===== config.mk =====
export PLATFORM = sky130hd
export DESIGN_NAME = systolic_buffer_ctrl
export DESIGN_NICKNAME = d
export VERILOG_FILES = /design/src/rtl/systolic_buffer_ctrl.sv
export SDC_FILE = /design/constraint.sdc
export NUM_CORES = 1
export LEC_CHECK = 0
export CORE_MARGIN = 8
export CORE_UTILIZATION = 35
export DETAILED_ROUTE_END_ITERATION = 10
export DONT_BUFFER_PORTS = 1
export PLACE_DENSITY = 0.6
export SLEW_MARGIN = 20
export SYNTH_ARGS = -nofsm -noshare
export SYNTH_HDL_FRONTEND = slang
export SYNTH_SLANG_ARGS = --single-unit
export TNS_END_PERCENT = 100

===== constraint.sdc =====
create_clock -name clk -period 1.9 [get_ports clk]
set_input_delay 0.38 -clock clk [delete_from_list [all_inputs] [get_ports clk]]
set_output_delay 0.38 -clock clk [all_outputs]
set_load 0.02 [all_outputs]

===== src/rtl/systolic_buffer_ctrl.sv =====
// Fill/drain sequencer for the systolic output row buffer; `SYSBUF_PROTOCOL_CHECK_EN adds err_sticky.
// Drain presents the first row 1 cycle after DRAIN entry, then 1 row/clk, holding the address under out_ready=0.
module systolic_buffer_ctrl #(
  parameter int N_SIZE     = 32,
  parameter int ROWS       = 512,
  parameter int DEPTH      = 543,
  parameter int ADDR_WIDTH = 10
) (
  input  logic                  clk,
  input  logic                  rst_n,
  input  logic                  start,
  input  logic                  in_valid,
  input  logic                  out_ready,
  output logic                  buf_we,
  output logic [ADDR_WIDTH-1:0] buf_wr_addr,
  output logic [ADDR_WIDTH-1:0] buf_rd_addr,
  output logic                  out_valid,
  output logic                  out_last,
  output logic                  busy,
  output logic                  done
`ifdef SYSBUF_PROTOCOL_CHECK_EN
  ,
  output logic                  err_sticky
`endif
);

  typedef enum logic [1:0] {IDLE, FILL, DRAIN, DONE} state_t;

  localparam logic [ADDR_WIDTH-1:0] SKEW_ROW = ADDR_WIDTH'(N_SIZE - 1);
  localparam logic [ADDR_WIDTH-1:0] LAST_ROW = ADDR_WIDTH'(DEPTH - 1);

  state_t                  state, state_nxt;
  logic [ADDR_WIDTH-1:0]   wr_ptr, wr_ptr_nxt;
  logic [ADDR_WIDTH-1:0]   rd_ptr, rd_ptr_nxt;
  logic                    out_valid_nxt;
  logic                    fire;

  assign fire        = out_valid && out_ready;
  assign buf_wr_addr = wr_ptr;
  // Prefetch: on fire the next row is read now so it lands with the next out_valid cycle.
  assign buf_rd_addr = fire ? rd_ptr + 1'b1 : rd_ptr;
  assign out_last    = out_valid && (rd_ptr == LAST_ROW);
  assign busy        = (state != IDLE);
  assign done        = (state == DONE);

  always_ff @(posedge clk or negedge rst_n) begin
    if (!rst_n) begin
      state     <= IDLE;
      wr_ptr    <= '0;
      rd_ptr    <= SKEW_ROW;
      out_valid <= 1'b0;
    end else begin
      state     <= state_nxt;
      wr_ptr    <= wr_ptr_nxt;
      rd_ptr    <= rd_ptr_nxt;
      out_valid <= out_valid_nxt;
    end
  end

  always_comb begin
    state_nxt     = state;
    wr_ptr_nxt    = wr_ptr;
    rd_ptr_nxt    = rd_ptr;
    out_valid_nxt = out_valid;
    buf_we        = 1'b0;
    case (state)
      IDLE: begin
        if (start) begin
          state_nxt  = FILL;
          wr_ptr_nxt = '0;
        end
      end
      FILL: begin
        buf_we = in_valid;
        if (in_valid) begin
          wr_ptr_nxt = wr_ptr + 1'b1;
          if (wr_ptr == LAST_ROW) begin
            state_nxt  = DRAIN;
            rd_ptr_nxt = SKEW_ROW;
          end
        end
      end
      DRAIN: begin
        out_valid_nxt = 1'b1;
        if (fire) begin
          rd_ptr_nxt = rd_ptr + 1'b1;
          if (rd_ptr == LAST_ROW) begin
            state_nxt     = DONE;
            out_valid_nxt = 1'b0;
          end
        end
      end
      DONE:    state_nxt = IDLE;
      default: state_nxt = IDLE;
    endcase
  end

`ifdef SYSBUF_PROTOCOL_CHECK_EN
  logic violation;
  assign violation = (in_valid && state != FILL) || (start && state != IDLE);

  always_ff @(posedge clk or negedge rst_n) begin
    if (!rst_n)
      err_sticky <= 1'b0;
    else if (start && state == IDLE)
      err_sticky <= in_valid;
    else if (violation)
      err_sticky <= 1'b1;
  end

  // Downstream relies on out_data holding while stalled, so rd_ptr may only move on fire.
  rd_ptr_stable_a: assert property (@(posedge clk) disable iff (!rst_n)
    (state == DRAIN && !fire) |=> $stable(rd_ptr));
`endif

endmodule


After elaboration in Yosys (flattened, before gate mapping)
Cells that the tools add are included.
{ "word_totals": {"out_inout_bits": 25, "regBits": 23} }
{ "op_classes": {"eq_ne": 10, "n_reduce_logical": 9, "addsub": 2, "n_mux": 16} }
{ "op_table": {"columns": ["cell", "n"], "rows": [
  ["10-bit 2-to-1 mux", 5],
  ["10-bit case mux with 2 select lines", 2],
  ["10-bit by 1-bit adder with 10-bit output (second input constant)", 2],
  ["10-bit equality test (second input constant)", 2],
  ["2-bit 2-to-1 mux", 5],
  ["2-bit != test (second input constant)", 5],
  ["2-bit case mux with 4 select lines", 1],
  ["3-bit AND reduction", 2],
  ["2-bit nonzero test", 3],
  ["5-bit AND reduction", 1],
  ["2-bit equality test (second input constant)", 2],
  ["1-bit 2-to-1 mux", 3],
  ["2-bit by 1-bit equality test with 1-bit output (second input constant)", 1],
  ["1-bit logical AND", 2],
  ["2-bit zero test", 1]
]} }

Longest topological paths before layout
{ "depth": {"depth_word": 4, "mapped_depth": 8, "mapped_depth_nobuf": 6} }

Least setup slack after synthesis
No wires, ideal clock.
{ "synth_timing": {"path_kind": "register -> output", "start": "reg out_valid", "end": "out buf_rd_addr[9]", "slack_ns": -0.083, "arrival_time_ns": 1.603, "path_stages_with_launch": 4, "path_buffers": 0, "cell_sequence": "dfrtp_1 > nand4_1 > nor4_1 > xor2_1"} }
{ "synth_between": {"elab_chain_len": 2} }
{ "synth_rtl": {"columns": ["element", "line_no", "rtl"], "rows": [
  ["from (decl)", "17", "output logic out_valid,"],
  ["from (signal assigned)", "56", "out_valid <= out_valid_nxt;"],
  ["1-bit logical AND", "38", "assign fire = out_valid && out_ready;"],
  ["10-bit 2-to-1 mux", null, null],
  ["to (decl)", "16", "output logic [ADDR_WIDTH-1:0] buf_rd_addr,"]
]} }
Every way passes these cells.

Worst setup path in the final report
{ "layout_timing": {"start": "reg rd_ptr[1]", "end": "out buf_rd_addr[6]"} }
{ "layout_between": {"elab_chain_len": 2} }
{ "layout_rtl": {"columns": ["element", "line_no", "rtl"], "rows": [
  ["from (decl)", "34", "logic [ADDR_WIDTH-1:0] rd_ptr, rd_ptr_nxt;"],
  ["from (signal assigned)", "55", "rd_ptr <= rd_ptr_nxt;"],
  ["10-bit by 1-bit adder with 10-bit output", "41", "assign buf_rd_addr = fire ? rd_ptr + 1'b1 : rd_ptr;"],
  ["10-bit 2-to-1 mux", null, null]
]} }
Every way passes these cells.

==> reports/qor.txt <==
Root Buffer -> clkbuf_8
switching share of power -> 0.374
Post-DP Area -> 1900 µm²
# H-tree levels -> 1
global-route wire length before repair -> 7570 µm
clock transition at the registers of the reported paths -> 90 ps
P per Cell Area -> 640 nW/µm²
CP endpoint kind -> output port
CORE AREA -> 4320 µm²
nets -> 233
final instance area -> 2170 µm²
top-level port count -> 30
Max transition margin -> 0.694
TritonCTS Buffers -> 3
startpoint types -> flip-flop
syn nets -> 186
highest clock rate -> 471 MHz
cells after synthesis -> 173
total power -> 0.00139 W
CTS tree -> built
Detailed Place HPWL -> 3310 µm
Top FF cell, synth -> dfrtp_1
post-synthesis area per instance -> 9.02 µm²
Worst EP arrival -> 1740 ps
Initial Util -> 0.361
number of flops mapped to enable cells by yosys -> 0
leakage -> 0.986 nW
max cap viols -> 0
die outline height -> 82.8 µm
gp weighted congestion -> 0.829
GRT overflow -> 0
kind of critical path -> reg2out
HP Class -> in2reg
layout cells sized above 1 -> 0.374
crit share post-route -> 1.12
Fillers -> 426
RSZ-0062 raised after global routing -> true
Die ar. -> 6850 µm²
# diodes -> 0
Logic pwr share -> 0.356
GRT Resource Usage Total -> 0.139
Worst Tran Pin Value -> 455 ps
area leader, netlist -> dfrtp_1
Final Setup Violations -> 8
initial detailed-routing violation count -> 85
synth warn -> 0
FFs w/ async S/R, synth -> 1.00
final core utilization -> 0.502
clock sinks -> 23
min Tclk post-route -> 2120 ps
Synth Cell Area -> 1560 µm²
Yosys cell types -> 43
Final Max Slew Viols -> 0
DRC errors left -> 0
cell-internal power -> 0.000870 W
1st-pass router iterations -> 4
setup TNS -> -1030 ps
worst skew pair latency -> 270 ps
clk_skew -> 1.66 ps
Psw -> 0.000520 W
Flop pwr share -> 0.416
std cell rows -> 24
sequential share of the synthesized area -> 0.373
status -> complete, but fails checks
vias in the first global route -> 1598
final wirelength -> 4580 µm
port bufs -> 0
Hold Slack -> 276 ps
Max FO, Critical Path -> 5
maximum vdd drop -> 0.585 mV
Die W -> 82.8 µm
setup ws final -> -221 ps
largest net degree at the start of global routing -> 24
Avg Vias per Cell -> 5.77
post-route ant nets -> 0
clk buf depth -> 2
antenna violations before repair -> 0
main area contributors after synthesis -> dfrtp_1, dfstp_2, ha_1
DR vias -> 1564
Clock Power Share -> 0.229
synthesis-stage register bit count -> 23
failing checks -> negative setup slack
area grow syn2layout -> 39.2%
Yosys top cell area share -> 0.289
final hold vios -> 0
WL/cell -> 16.9 µm
CP Data Required Time -> 1520 ps
worst max-delay path, stage by stage (launching register included):
cell	delay, ps
dfstp_2	620
ha_4	180
nand3_2	70
or2_4	280
xnor2_2	150
buf_4	160
kinds of logic after synthesis:
kind of cell,after synthesis,synth area share
AND/OR/NAND/NOR,75,0.264
multiplexers,4,0.0265
adder cells (fa/ha/maj),8,0.0642
flip-flops,23,0.373
XOR/XNOR,8,0.0449
AO/OA/AOI/OAI,39,0.185
buffers and inverters,16,0.0425
timing repair:
action	CTS	global route
buffers inserted	4	3
hold buffers	2	0
endpoints found under the hold margin	23	0
resized for setup	16	14
pin swaps	6	14
endpoints found under the setup margin	10	13
state kept, by name (all words and copies together), names as in the netlist:
name / count
state: 2
rd_ptr: 10
buf_wr_addr: 10
out_valid: 1
power by group through the flow:
| stage | Clock (W) | Combinational (W) | Sequential (W) |
|---|---|---|---|
| floorplan | 0 | 0.000196 | 0.000692 |
| global placement | 0 | 0.000455 | 0.000584 |
| detailed placement | 0 | 0.000475 | 0.000587 |
| CTS | 0.000323 | 0.000494 | 0.000578 |
| global route | 0.000347 | 0.000551 | 0.000585 |
| finish | 0.000318 | 0.000494 | 0.000578 |
layout by cell type (no fill, tap or decap), types with 2 or more instances in the layout:
cell type / netlist / final
a22o_1: 5 / 5
o21ai_0: 15 / 13
nand3_2: 0 / 2
nand4_1: 4 / 4
nor2b_1: 2 / 2
dfrtp_1: 18 / 17
or4_1: 3 / 3
buf_4: 0 / 44
clkbuf_8: 0 / 3
nand3_1: 14 / 11
nor2_1: 6 / 5
mux2i_1: 3 / 3
nor4_1: 5 / 3
nand2_1: 17 / 16
buf_6: 0 / 3
nand4b_1: 4 / 4
xnor2_1: 4 / 2
o21ai_1: 0 / 2
nor3_1: 4 / 2
ha_4: 0 / 2
or2b_1: 2 / 2
nand2b_1: 3 / 3
or2_2: 3 / 2
dfstp_2: 5 / 5
xnor2_2: 0 / 2
o31ai_1: 3 / 3
inv_1: 8 / 7
xor2_1: 4 / 3
and2_1: 4 / 3
o31a_1: 4 / 4
ha_1: 8 / 5
nor3_4: 0 / 2
final timing paths:
| path | start | slack [ps] | end | cells past startpoint |
|---|---|---|---|---|
| setup reg to reg | state[0] | 50 | buf_wr_addr[5] | 6 |
| min in group asynchronous | rst_n | 540 | rd_ptr[5] | 2 |
| setup / recovery | rd_ptr[1] | -220 | buf_rd_addr[6] | 5 |
| max in group asynchronous | rst_n | 1140 | rd_ptr[0] | 2 |
| hold / removal | in_valid | 280 | buf_wr_addr[2] | 2 |
| hold reg to reg | rd_ptr[0] | 580 | rd_ptr[0] | 2 |
metal layers:
metal / vias to the layer above / global-route usage / part of all wire
li1: 730 / - / -
met1: 763 / 0.163 / 0.39
met2: 69 / 0.246 / 0.52
met3: 2 / 0.0433 / 0.086
met4: 0 / 0.0224 / 0.0031
met5: - / 0 / 0
cell type report:
cell class                      instances  area, µm²  share of cell area
Clock buffer                            3       41.3              0.0190
Clock inverter                          1       5.00             0.00230
Inverter                                9       33.8              0.0156
Multi-Input combinational cell        134       1050               0.483
Sequential cell                        23        583               0.268
Tap cell                               52       65.1              0.0300
Timing Repair Buffer                   49        394               0.181
synth_stat cells, types with 3 or more instances:
library cell,n
nand4b_1,4
xnor2_1,4
o21ai_0,15
nand4_1,4
mux2i_1,3
buf_2,5
a22o_1,5
dfstp_2,5
o31a_1,4
ha_1,8
nor3_1,4
or2_2,3
nand2_1,17
nand2b_1,3
nor2_1,6
xor2_1,4
and2_1,4
nand3_1,14
inv_1,8
o31ai_1,3
dfrtp_1,18
nor4_1,5
or4_1,3
through the flow:
| step | worst slack [ps] | cells |
|---|---|---|
| 2_1_floorplan | 1.22 | 173 |
| 3_3_place_gp | 51.0 | 258 |
| 3_5_place_dp | -16.8 | 258 |
| 4_1_cts | -138 | 268 |
| 5_1_grt | -274 | 271 |
| 6_report | -221 | 271 |
Power figures use the tool's default switching activity.
